===== src/rtl/multi_word_adder_sequencer_32_bit_if.sv =====
// Signal bundle between the multi-word adder sequencer, its operand/result streams and the
// external 32-bit adder. Suffixes are from the sequencer's point of view.
interface multi_word_adder_sequencer_32_bit_if;
    // Control
    logic        start_i;
    logic        carry_in_i;
    logic        busy_o;
    logic        done_o;

    // Operand stream
    logic        word_valid_i;
    logic        word_ready_o;
    logic [31:0] data_a_i;
    logic [31:0] data_b_i;

    // External adder
    logic [31:0] adder_a_o;
    logic [31:0] adder_b_o;
    logic        adder_carry_o;
    logic [31:0] adder_sum_i;
    logic        adder_carry_i;

    // Result stream and status
    logic        sum_valid_o;
    logic        sum_ready_i;
    logic [31:0] sum_o;
    logic        sum_last_o;
    logic        carry_o;
    logic        overflow_o;

    modport slave (
        input  start_i,
        input  carry_in_i,
        output busy_o,
        output done_o,
        input  word_valid_i,
        output word_ready_o,
        input  data_a_i,
        input  data_b_i,
        output adder_a_o,
        output adder_b_o,
        output adder_carry_o,
        input  adder_sum_i,
        input  adder_carry_i,
        output sum_valid_o,
        input  sum_ready_i,
        output sum_o,
        output sum_last_o,
        output carry_o,
        output overflow_o
    );

    modport master (
        output start_i,
        output carry_in_i,
        input  busy_o,
        input  done_o,
        output word_valid_i,
        input  word_ready_o,
        output data_a_i,
        output data_b_i,
        input  adder_a_o,
        input  adder_b_o,
        input  adder_carry_o,
        output adder_sum_i,
        output adder_carry_i,
        input  sum_valid_o,
        output sum_ready_i,
        input  sum_o,
        input  sum_last_o,
        input  carry_o,
        input  overflow_o
    );
endinterface


===== src/rtl/multi_word_adder_sequencer_32_bit.sv =====
// Sequences a Words x 32-bit addition, LSW first, through an external 32-bit adder and
// streams the result words out with a valid/ready handshake.
module multi_word_adder_sequencer_32_bit #(
    parameter int unsigned Words = 4
) (
    input  logic                                clk_i,
    input  logic                                rst_ni,
    multi_word_adder_sequencer_32_bit_if.slave  bus
);

    localparam int unsigned     CntW    = (Words > 1) ? $clog2(Words) : 1;
    localparam logic [CntW-1:0] LastCnt = CntW'(Words - 1);

    typedef enum logic [2:0] {
        StIdle,
        StLoad,
        StAdd,
        StOutput,
        StDone
    } state_e;

    state_e          state_q, state_d;
    logic [CntW-1:0] cnt_q, cnt_d;
    logic [31:0]     a_q, a_d;
    logic [31:0]     b_q, b_d;
    logic [31:0]     sum_q, sum_d;
    logic            carry_q, carry_d;
    logic            cout_q, cout_d;
    logic            ovf_q, ovf_d;
    logic            last_word;

    assign last_word = (cnt_q == LastCnt);

    always_comb begin
        state_d = state_q;
        cnt_d   = cnt_q;
        a_d     = a_q;
        b_d     = b_q;
        sum_d   = sum_q;
        carry_d = carry_q;
        cout_d  = cout_q;
        ovf_d   = ovf_q;

        unique case (state_q)
            StIdle: begin
                if (bus.start_i) begin
                    carry_d = bus.carry_in_i;
                    cnt_d   = '0;
                    cout_d  = 1'b0;
                    ovf_d   = 1'b0;
                    state_d = StLoad;
                end
            end
            StLoad: begin
                if (bus.word_valid_i) begin
                    a_d     = bus.data_a_i;
                    b_d     = bus.data_b_i;
                    state_d = StAdd;
                end
            end
            StAdd: begin
                sum_d   = bus.adder_sum_i;
                carry_d = bus.adder_carry_i;
                state_d = StOutput;
                // Status of the whole operation comes from the top word only.
                if (last_word) begin
                    cout_d = bus.adder_carry_i;
                    ovf_d  = (a_q[31] == b_q[31]) && (bus.adder_sum_i[31] != a_q[31]);
                end
            end
            StOutput: begin
                if (bus.sum_ready_i) begin
                    if (last_word) begin
                        state_d = StDone;
                    end else begin
                        cnt_d   = cnt_q + CntW'(1);
                        state_d = StLoad;
                    end
                end
            end
            StDone: begin
                state_d = StIdle;
            end
            default: begin
                state_d = StIdle;
            end
        endcase
    end

    always_ff @(posedge clk_i or negedge rst_ni) begin
        if (!rst_ni) begin
            state_q <= StIdle;
            cnt_q   <= '0;
            a_q     <= '0;
            b_q     <= '0;
            sum_q   <= '0;
            carry_q <= 1'b0;
            cout_q  <= 1'b0;
            ovf_q   <= 1'b0;
        end else begin
            state_q <= state_d;
            cnt_q   <= cnt_d;
            a_q     <= a_d;
            b_q     <= b_d;
            sum_q   <= sum_d;
            carry_q <= carry_d;
            cout_q  <= cout_d;
            ovf_q   <= ovf_d;
        end
    end

    // Every output is a register or a decode of the state register.
    assign bus.adder_a_o     = a_q;
    assign bus.adder_b_o     = b_q;
    assign bus.adder_carry_o = carry_q;
    assign bus.sum_o         = sum_q;
    assign bus.carry_o       = cout_q;
    assign bus.overflow_o    = ovf_q;
    assign bus.word_ready_o  = (state_q == StLoad);
    assign bus.sum_valid_o   = (state_q == StOutput);
    assign bus.sum_last_o    = (state_q == StOutput) && last_word;
    assign bus.busy_o        = (state_q != StIdle);
    assign bus.done_o        = (state_q == StDone);

    stalled_result_stable: assert property (@(posedge clk_i) disable iff (!rst_ni)
        (state_q == StOutput && !bus.sum_ready_i) |=> (state_q == StOutput && $stable(sum_q)));

    done_single_cycle: assert property (@(posedge clk_i) disable iff (!rst_ni)
        (state_q == StDone) |=> (state_q == StIdle));

endmodule


===== src/flat_wrapper.sv =====
// flat-port wrapper written by rule: the top's interface ports become plain ports
module multi_word_adder_sequencer_32_bit_flat 
#(
    parameter int unsigned Words = 4
)
  (clk_i, rst_ni, bus_start_i, bus_carry_in_i, bus_busy_o, bus_done_o, bus_word_valid_i, bus_word_ready_o, bus_data_a_i, bus_data_b_i, bus_adder_a_o, bus_adder_b_o, bus_adder_carry_o, bus_adder_sum_i, bus_adder_carry_i, bus_sum_valid_o, bus_sum_ready_i, bus_sum_o, bus_sum_last_o, bus_carry_o, bus_overflow_o);
  multi_word_adder_sequencer_32_bit_if bus_i ();
  input  logic clk_i;
  input  logic rst_ni;
  input wire logic [$bits(bus_i.start_i)-1:0] bus_start_i;
  input wire logic [$bits(bus_i.carry_in_i)-1:0] bus_carry_in_i;
  output wire logic [$bits(bus_i.busy_o)-1:0] bus_busy_o;
  output wire logic [$bits(bus_i.done_o)-1:0] bus_done_o;
  input wire logic [$bits(bus_i.word_valid_i)-1:0] bus_word_valid_i;
  output wire logic [$bits(bus_i.word_ready_o)-1:0] bus_word_ready_o;
  input wire logic [$bits(bus_i.data_a_i)-1:0] bus_data_a_i;
  input wire logic [$bits(bus_i.data_b_i)-1:0] bus_data_b_i;
  output wire logic [$bits(bus_i.adder_a_o)-1:0] bus_adder_a_o;
  output wire logic [$bits(bus_i.adder_b_o)-1:0] bus_adder_b_o;
  output wire logic [$bits(bus_i.adder_carry_o)-1:0] bus_adder_carry_o;
  input wire logic [$bits(bus_i.adder_sum_i)-1:0] bus_adder_sum_i;
  input wire logic [$bits(bus_i.adder_carry_i)-1:0] bus_adder_carry_i;
  output wire logic [$bits(bus_i.sum_valid_o)-1:0] bus_sum_valid_o;
  input wire logic [$bits(bus_i.sum_ready_i)-1:0] bus_sum_ready_i;
  output wire logic [$bits(bus_i.sum_o)-1:0] bus_sum_o;
  output wire logic [$bits(bus_i.sum_last_o)-1:0] bus_sum_last_o;
  output wire logic [$bits(bus_i.carry_o)-1:0] bus_carry_o;
  output wire logic [$bits(bus_i.overflow_o)-1:0] bus_overflow_o;
  assign bus_i.start_i = bus_start_i;
  assign bus_i.carry_in_i = bus_carry_in_i;
  assign bus_busy_o = bus_i.busy_o;
  assign bus_done_o = bus_i.done_o;
  assign bus_i.word_valid_i = bus_word_valid_i;
  assign bus_word_ready_o = bus_i.word_ready_o;
  assign bus_i.data_a_i = bus_data_a_i;
  assign bus_i.data_b_i = bus_data_b_i;
  assign bus_adder_a_o = bus_i.adder_a_o;
  assign bus_adder_b_o = bus_i.adder_b_o;
  assign bus_adder_carry_o = bus_i.adder_carry_o;
  assign bus_i.adder_sum_i = bus_adder_sum_i;
  assign bus_i.adder_carry_i = bus_adder_carry_i;
  assign bus_sum_valid_o = bus_i.sum_valid_o;
  assign bus_i.sum_ready_i = bus_sum_ready_i;
  assign bus_sum_o = bus_i.sum_o;
  assign bus_sum_last_o = bus_i.sum_last_o;
  assign bus_carry_o = bus_i.carry_o;
  assign bus_overflow_o = bus_i.overflow_o;
  multi_word_adder_sequencer_32_bit #(.Words(Words)) u_core (.clk_i(clk_i), .rst_ni(rst_ni), .bus(bus_i));
endmodule

===== config.mk =====
export PLATFORM = sky130hd
export DESIGN_NAME = multi_word_adder_sequencer_32_bit_flat
export DESIGN_NICKNAME = d
export VERILOG_FILES = /design/src/rtl/multi_word_adder_sequencer_32_bit_if.sv /design/src/rtl/multi_word_adder_sequencer_32_bit.sv /design/src/flat_wrapper.sv
export SDC_FILE = /design/constraint.sdc
export NUM_CORES = 1
export LEC_CHECK = 0
export ABC_AREA = 1
export BUFFER_PORTS_ARGS = -buffer_cell sky130_fd_sc_hd__buf_2
export CORE_AREA = 4 4 109 111
export CTS_BUF_LIST = sky130_fd_sc_hd__clkbuf_4 sky130_fd_sc_hd__clkbuf_8
export CTS_CLUSTER_DIAMETER = 30
export DETAILED_ROUTE_END_ITERATION = 7
export DIE_AREA = 0 0 113 115
export MAX_ROUTING_LAYER = met4
export PLACE_DENSITY = 0.79
export REMOVE_ABC_BUFFERS = 1
export SLEW_MARGIN = 20
export SYNTH_ARGS = -nofsm -noshare
export SYNTH_HDL_FRONTEND = slang
export SYNTH_SLANG_ARGS = --single-unit

===== constraint.sdc =====
create_clock -name clk_i -period 2.3 [get_ports clk_i]
set_input_delay 0.345 -clock clk_i [delete_from_list [all_inputs] [get_ports clk_i]]
set_output_delay 0.345 -clock clk_i [all_outputs]
set_load 0.02 [all_outputs]

==> flow_summary.ini, run 1 <==
[worst_setup_path]
reg2reg_depth = 8
path_buf_inv = 2
cp_max_fo = 6
end_kind = output pin
timing.rr.start = u_core.state_q[0]
crit_family = flip-flops
r2r_slack_ns = 0.56
cp-start-kind = flip-flop
r2r-end = u_core.bus.adder_b_o[21]
cp_cell_sequence = nand2_1 > nor2_2 > nand2_1 > inv_1 > buf_2
slowest_delay_ns = 0.48
critical_path_class = flip-flop to output pin
cp_slowest_cell = dfrtp_1
cp.arrival_ns = 1.41
cp.required_ns = 1.96
crit_top_cell = nand2_1

[final_layout]
area_delta_synth_final_pct = 30.7
utilization = 0.514
layout.nets = 784
drive_above_1_share = 0.346
diodes = 0
fin_area_um2 = 5550
nFillCells = 1031

[synth]
synth_edf_count = 0
ys_seq_area_frac = 0.613
synth.distinct_cells = 18
synth-main-ff-cell = dfrtp_1
netlist_instances = 485
synth_area_leader_cell = dfrtp_1
synth_top_area_share = 0.613
synth.area.top_cells = dfrtp_1 61%, nand2_1 22%, nand3_1 8.6%, buf_6 1.9%, buf_4 1.1%
synth_common_cells = 246 x nand2_1, 104 x dfrtp_1, 73 x nand3_1
yosysMostFrequentCell = nand2_1
synth_seq_cells = 104
ys_warn_count = 0
syn_area_um2 = 4240
async_reset_ff_frac = 1.00
avgSynthCellArea_um2 = 8.75

[power]
irDropWorstVdd_v = 0.000576
power_leakage_nw = 3.32
powerDensity_nw_per_um2 = 1480

[routing]
viasPerCell = 4.67
drc_errors = 0
ant_nets = 0
wirelength_mm = 11.0
first_iter_violations = 258
firstDrtPassIters = 4
wire_per_inst_um = 13.4
vias = 3853

[timing]
relSlewSlack = 0.561
worst_slew_pin_slew_ns = 0.659
final_min_period_over_clock_period = 0.765
period_minus_slack_ns = 1.76
fmax_ghz = 0.568
skew_ns = 0.00723
final.setup.worst_slack_ns = 0.540
rsz0062_at_grt = no
setup_viol = 0
hold_viol_final = 0
slew_violations = 0

[clock_tree]
postCtsSetupBuffers = 0
clock-sinks = 104
root_buffer = clkbuf_8
clk_pin_slew_ns = 0.09
cts_tree = built
cts_hold_buf = 0
clockBufferDepth = 2
cts_buffers = 9
clk_latency_ns = 0.34
post_cts_resized = 0
ctsHtreeMaxLevel = 3

[global_route]
grt_pass1_wl_mm = 18.1
gr-usage-all-layers = 0.176
grt_antenna_before_repair = 0
grt-ovfl-total = 0
grt_pass1_vias = 3793
grt_start_max_net_pins = 105

[run_status]
status = completed

[place]
dp_hpwl_mm = 7.87
post-place-ws_ns = 0.601
gp_congestion = 0.810
dpl_cell_area_um2 = 5320
portBuffers = 206

[floorplan]
coreArea_um2 = 10800
start_util = 0.393
die_h_um = 115
die_w_um = 113
io_pins = 207
die_area_um2 = 13000
rows = 38

[hold_path]
hp-class = primary input to async pin

[run]
drv_cap = 0
## per-stage QoR
stage / hold WS [ns] / setup TNS (ns) / instances / power [mW]
global route: 0.0734 / 0 / 825 / 8.87
finish: 0.0150 / 0 / 825 / 8.20
global placement: 0.450 / 0 / 809 / 6.97
floorplan: 0.0494 / -21.12 / 457 / 5.54
CTS: 0.0630 / 0 / 825 / 8.31
detailed placement: 0.453 / 0 / 809 / 7.07
## per-layer routing
layer  wire [um]  track usage
met4         150       0.0569
met5           0            -
met3         953       0.0389
met1        4830        0.227
met2        5100        0.277
## power by group
| group | internal (mW) | switching (mW) |
|---|---|---|
| registers | 2.68 | 0.482 |
| logic | 1.20 | 2.62 |
| clock network | 0.634 | 0.581 |
## registers in the layout, summed over array words and instances, names as in the netlist
| signal | cells |
|---|---|
| u_core.bus.carry_o | 1 |
| u_core.state_q | 3 |
| u_core.bus.adder_b_o | 32 |
| u_core.bus.overflow_o | 1 |
| u_core.bus.adder_a_o | 32 |
| u_core.cnt_q | 2 |
| u_core.bus.sum_o | 32 |
| u_core.bus.adder_carry_o | 1 |
## cell type report
type                       count  area, um^2  share of cell area
clock buffer                  14         186              0.0336
timing repair buffer         212        1090               0.197
inverter                      12        45.0             0.00812
multi-input combinational    341        1410               0.254
clock inverter                 2        35.0             0.00632
tap                          140         175              0.0316
sequential                   104        2600               0.469
## layout by cell type, fill, tap and decap left out
| cell type | Yosys | layout |
|---|---|---|
| nand2_1 | 246 | 245 |
| nor2_2 | 1 | 1 |
| nand2_2 | 1 | 2 |
| o21ai_0 | 3 | 3 |
| buf_2 | 7 | 205 |
| nor2_4 | 1 | 1 |
| buf_12 | 0 | 1 |
| ha_1 | 1 | 1 |
| nor3_1 | 2 | 2 |
| or2_2 | 1 | 1 |
| dfrtp_1 | 104 | 104 |
| clkbuf_4 | 0 | 1 |
| clkbuf_8 | 0 | 13 |
| a21oi_1 | 5 | 5 |
| nor2_1 | 7 | 7 |
| clkinv_2 | 0 | 1 |
| inv_2 | 4 | 4 |
| inv_1 | 8 | 8 |
| bufinv_16 | 0 | 1 |
| nand3_1 | 73 | 73 |
| buf_4 | 6 | 6 |
## worst max path at each step
stage                      start  slack, ns                        to  cells after the start
2_1_floorplan  u_core.state_q[1]      -0.43  u_core.bus.adder_a_o[31]                      6
3_3_place_gp   u_core.state_q[0]       0.66  u_core.bus.adder_a_o[15]                      8
3_5_place_dp   u_core.state_q[0]       0.60  u_core.bus.adder_a_o[19]                      8
4_1_cts        u_core.state_q[1]       0.53            bus_sum_last_o                      5
5_1_grt        u_core.state_q[0]       0.37   u_core.bus.adder_a_o[3]                      8
6_report       u_core.state_q[1]       0.54            bus_sum_last_o                      5
## worst register-to-register path: stages (launching register included)
cell     delay, ns
dfrtp_1       0.45
inv_2         0.11
nor2_4        0.04
nand2_2       0.09
inv_2         0.06
nand2_2       0.20
buf_4         0.49
nand2_1       0.16
nand2_1       0.09
## cells by family (layout without fill, tap and decap cells)
logic type                 count (synthesis)  in the layout  share of synthesized area
AOI/OAI and AO/OA                          8              8                    0.00943
adders and majority gates                  1              1                    0.00295
buffers and inverters                     40            240                     0.0551
DFF                                      104            104                      0.613
and+or+nand+nor                          332            332                      0.319
No activity file was read; power rests on OpenSTA's default activity.
==> run 2, diff against run 1 <==
--- a/config.mk
+++ b/config.mk
@@ -13,7 +13,7 @@
 export DETAILED_ROUTE_END_ITERATION = 7
 export DIE_AREA = 0 0 113 115
 export MAX_ROUTING_LAYER = met4
-export PLACE_DENSITY = 0.79
+export PLACE_DENSITY = 0.82
 export REMOVE_ABC_BUFFERS = 1
 export SLEW_MARGIN = 20
 export SYNTH_ARGS = -nofsm -noshare
==> constraint.sdc (replaced) <==
create_clock -name clk_i -period 1.6 [get_ports clk_i]
set_input_delay 0.24 -clock clk_i [delete_from_list [all_inputs] [get_ports clk_i]]
set_output_delay 0.24 -clock clk_i [all_outputs]
set_load 0.02 [all_outputs]
==> run 2 against run 1 <==
  * Clock power grew 37%
  * First-iteration DRC count is 8.9% lower
  * Combinational power increased by 59%
  * Power rose by 50%
==> flow_summary.ini, run 2 (synthesized netlist as in run 1, its figures left out) <==
[worst_setup_path]
crit_top_cell = buf_4
end_kind = output pin
cp.required_ns = 1.36
cp_slowest_cell = dfrtp_1
slowest_delay_ns = 0.41
cp_cell_sequence = inv_2 > buf_4 > nor3_2 > buf_4
cp_max_fo = 5
crit_family = buffers and inverters
cp-start-kind = flip-flop
cp.arrival_ns = 1.34
r2r_slack_ns = 0.09
path_buf_inv = 3
critical_path_class = flip-flop to output pin

[floorplan]
start_util = 0.393
io_pins = 207
die_h_um = 115
die_w_um = 113
die_area_um2 = 13000
rows = 38
coreArea_um2 = 10800

[final_layout]
final_common_cell = nand2_1
seq_area_um2 = 2600
layout.nets = 801
diodes = 0
drive_above_1_share = 0.370
nFillCells = 1001
area_delta_synth_final_pct = 36.4
layout_common_cells = 243 x nand2_1, 202 x buf_2, 103 x dfrtp_1
multi_input_area_um2 = 1440

[power]
power_leakage_nw = 3.42
pwr-share-comb = 0.494
p_total_mw = 12.3
clkPwrFrac = 0.136
netSwitchingFraction = 0.445
cellInternalPower_mw = 6.81
power.share.sequential = 0.369
switchingPower_mw = 5.47
powerDensity_nw_per_um2 = 2120
irDropWorstVdd_v = 0.00105

[place]
portBuffers = 206
dp_hpwl_mm = 8.10
gp_congestion = 0.800
post-place-ws_ns = 0.199

[routing]
wirelength_mm = 11.5
wire_per_inst_um = 13.7
viasPerCell = 4.61
firstDrtPassIters = 4
vias = 3880
drc_errors = 0
first_iter_violations = 235
ant_nets = 0

[clock_tree]
cts_tree = built
clock-sinks = 104
ctsHtreeMaxLevel = 3
clockBufferDepth = 2
root_buffer = clkbuf_8
cts_buffers = 9
clk_latency_ns = 0.36
clk_pin_slew_ns = 0.10

[timing]
setup_viol = 0
worst_slew_pin_slew_ns = 0.586
final.setup.worst_slack_ns = 0.0199
fmax_ghz = 0.633
rsz0062_at_grt = yes
setup_tns_ns = 0
final_min_period_over_clock_period = 0.988
period_minus_slack_ns = 1.58
hold_viol_final = 0
relSlewSlack = 0.610
slew_violations = 0
skew_ns = 0.0143

[run_status]
status = completed

[global_route]
grt_pass1_wl_mm = 18.4
grt-ovfl-total = 0
grt_start_max_net_pins = 105
gr-usage-all-layers = 0.181
grt_antenna_before_repair = 0
grt_pass1_vias = 3838

[run]
drv_cap = 0

[hold_path]
hp-class = primary input to flip-flop
run 2: timing repair:
action | 4_1_cts | 5_1_grt
gates resized for setup | 11 | 9
buffers inserted | 4 | 5
hold endpoints to repair | 104 | 0
gates cloned | 1 | 0
hold buffers | 1 | 0
endpoints found under the setup margin | 4 | 55
pin swaps | 2 | 2
run 2: power groups by stage:
stage | registers (mW) | clock network (mW) | logic [mW]
3_5_place_dp | 4.56 | 0 | 5.78
6_report | 4.53 | 1.67 | 6.06
5_1_grt | 4.71 | 1.82 | 6.68
4_1_cts | 4.54 | 1.73 | 6.05
3_3_place_gp | 4.54 | 0 | 5.63
2_1_floorplan | 6.01 | 0 | 1.94
run 2: area by class of cell:
class,instances,share of cell area
Clock inverter,4,0.00930
Sequential cell,104,0.450
Multi-Input combinational cell,341,0.249
Inverter,12,0.00822
Timing Repair Buffer,229,0.227
Clock buffer,12,0.0264
Tap cell,140,0.0303
run 2: final timing paths:
check | startpoint | cells past startpoint | to
min in group asynchronous | rst_ni | 3 | u_core.cnt_q[1]
max | u_core.state_q[2] | 4 | bus_done_o
max reg2reg | u_core.state_q[1] | 9 | u_core.bus.carry_o
min reg2reg | u_core.bus.adder_a_o[17] | 2 | u_core.bus.adder_a_o[17]
min | bus_adder_sum_i[30] | 3 | u_core.bus.sum_o[30]
max in group asynchronous | rst_ni | 3 | u_core.state_q[1]
run 2: routing by layer:
| layer | global-route usage | up-vias | share of wire |
|---|---|---|---|
| met4 | 0.0601 | 0 | 0.012 |
| met5 | - | - | 0 |
| met1 | 0.231 | 1780 | 0.45 |
| met3 | 0.0374 | 10 | 0.077 |
| li1 | - | 1933 | - |
| met2 | 0.291 | 157 | 0.46 |
run 2: worst min-delay path: stages:
cell and delay (ns):
buf_2 0.07, nand2_1 0.04, nand2_1 0.05
run 2: through the flow:
stage	area, um^2	std cells	hold slack [ns]	utilization
finish	5790	842	0.0707	0.536
global route	5790	842	0.0582	0.536
CTS	5720	837	0.0460	0.530
detailed placement	5410	815	0.350	0.501
global placement	5410	815	0.345	0.501
floorplan	4060	457	-0.0556	-
==> run 3, diff against run 2 <==
--- a/config.mk
+++ b/config.mk
@@ -7,11 +7,11 @@
 export LEC_CHECK = 0
 export ABC_AREA = 1
 export BUFFER_PORTS_ARGS = -buffer_cell sky130_fd_sc_hd__buf_2
-export CORE_AREA = 4 4 109 111
+export CORE_AREA = 2 2 107 109
 export CTS_BUF_LIST = sky130_fd_sc_hd__clkbuf_4 sky130_fd_sc_hd__clkbuf_8
 export CTS_CLUSTER_DIAMETER = 30
 export DETAILED_ROUTE_END_ITERATION = 7
-export DIE_AREA = 0 0 113 115
+export DIE_AREA = 0 0 109 111
 export MAX_ROUTING_LAYER = met4
 export PLACE_DENSITY = 0.82
 export REMOVE_ABC_BUFFERS = 1
==> run 3 against run 2 <==
  * Setup slack better by 0.0029 ns
  * Critical path type unchanged
  * Die area is 6.9% lower
  * Clock power is 7% higher
  * Register-to-register slack hardly changed
  * Power is 1.6% higher
  * Utilization is 0.89 points lower
  * Clock skew is 0.0047 ns lower
==> flow_summary.ini, run 3 (synthesized netlist as in run 1, its figures left out) <==
[place]
gp_congestion = 0.738
dp_hpwl_mm = 7.57
portBuffers = 206
dpl_cell_area_um2 = 5430

[global_route]
busiest_layer = met2
use_met1 = 0.248
grt-ovfl-total = 0
grtUsageMet2 = 0.301
grt_antenna_before_repair = 0
grt_pass1_wl_mm = 17.7
grt_start_max_net_pins = 105
met3_usage = 0.0441
grt_pass1_vias = 3619
gr-usage-all-layers = 0.191

[clock_tree]
cts_buffers = 9
clockBufferDepth = 2
cts_tree = built
clk_pin_slew_ns = 0.10
root_buffer = clkbuf_8
clk_latency_ns = 0.36
clock-sinks = 104
ctsHtreeMaxLevel = 3

[worst_setup_path]
slowest_delay_ns = 0.46
cp_slowest_cell = dfrtp_2
path_buf_inv = 2
cp_max_fo = 3
critical_path_class = flip-flop to output pin
cp.arrival_ns = 1.34
crit_top_cell = buf_4
cp_cell_sequence = buf_4 > nor2_4 > nand2_2 > buf_4
cp.required_ns = 1.36
end_kind = output pin
crit_family = flip-flops
cp-start-kind = flip-flop

[power]
powerDensity_nw_per_um2 = 2140
irDropWorstVdd_v = 0.000930
power_leakage_nw = 3.44

[timing]
hold_viol_final = 0
fmax_ghz = 0.634
period_minus_slack_ns = 1.58
relSlewSlack = 0.636
final_min_period_over_clock_period = 0.986
setup_viol = 0
skew_ns = 0.00966
rsz0062_at_grt = yes
slew_violations = 0
worst_slew_pin_slew_ns = 0.546

[final_layout]
area_delta_synth_final_pct = 37.6
utilization = 0.527
layout.nets = 799
fin_area_um2 = 5840
drive_above_1_share = 0.373
final_common_cell = nand2_1
layout_common_cells = 241 x nand2_1, 201 x buf_2, 102 x dfrtp_1
diodes = 0

[floorplan]
die_h_um = 111
die_area_um2 = 12100
io_pins = 207
coreArea_um2 = 11100
die_w_um = 109
rows = 39
start_util = 0.383

[run]
drv_cap = 0

[routing]
ant_nets = 0
viasPerCell = 4.60
vias = 3877
firstDrtPassIters = 5
first_iter_violations = 230
wire_per_inst_um = 13.3
wirelength_mm = 11.2
drc_errors = 0

[run_status]
status = completed

[hold_path]
hp-class = primary input to flip-flop
[run 3: cell types whose count changed in the layout (fill, tap and decap cells not counted), sizes merged]
cell and delta:
buf -2, clkinv +2, bufinv +1, clkbuf -1, clkinvlp -1, inv -1
[run 3: worst reg2reg max path, cell delays in order, from the launching register on]
cell,delay (ns)
dfrtp_2,0.46
buf_6,0.13
nand2_2,0.08
nor2_4,0.04
buf_4,0.13
buf_4,0.12
nand2_1,0.09
nand2_2,0.10
o21ai_0,0.17
nand2_1,0.06
[run 3: stage by stage]
stage / hold slack, ns / setup WS [ns] / power, mW / setup TNS (ns) / instances
5_1_grt: 0.0566 / -0.0239 / 13.4 / -0.0649 / 843
3_3_place_gp: 0.352 / 0.224 / 10.1 / 0 / 816
2_1_floorplan: -0.0556 / -1.13 / 7.96 / -79.82 / 457
4_1_cts: 0.0403 / 0.000174 / 12.5 / 0 / 840
3_5_place_dp: 0.355 / 0.206 / 10.3 / 0 / 816
6_report: 0.0671 / 0.0228 / 12.5 / 0 / 843
[run 3: report_power, final]
part,switching [mW],internal (mW),total (mW),leakage (nW)
Combinational,3.95,2.21,6.17,2.04
Clock,0.873,0.917,1.79,0.110
Sequential,0.655,3.86,4.52,1.29
[run 3: metal layers]
metal	vias to the layer above	routed length [um]
li1	1934	-
met2	163	5280
met3	10	896
met4	0	108
met1	1770	4910
met5	-	0
[run 3: final timing paths]
kind / from / end / slack, ns / depth (start not counted)
hold / removal: bus_adder_sum_i[20] / u_core.bus.sum_o[20] / 0.07 / 3
setup / recovery: u_core.state_q[1] / bus_busy_o / 0.02 / 4
min in group asynchronous: rst_ni / u_core.bus.sum_o[1] / 0.48 / 3
setup reg to reg: u_core.state_q[1] / u_core.cnt_q[0] / 0.10 / 9
max in group asynchronous: rst_ni / u_core.state_q[2] / 0.67 / 3
hold reg to reg: u_core.bus.adder_a_o[7] / u_core.bus.adder_a_o[7] / 0.47 / 2
[run 3: cell type report]
cell class / instances / area (um^2)
Multi-Input combinational cell: 341 / 1450
Fill cell: 1035 / 5240
Sequential cell: 104 / 2610
Inverter: 12 / 52.6
Clock buffer: 11 / 139
Clock inverter: 5 / 81.3
Timing Repair Buffer: 227 / 1340
Tap cell: 143 / 179
[run 3: timing repair]
item / in CTS / in global routing
setup endpoints to repair: 2 / 5
hold endpoints to repair: 104 / 0
hold buffers: 1 / 0
setup buffers: 6 / 3
gates resized for setup: 9 / 19
cloned: 1 / 0
pin swaps: 2 / 2
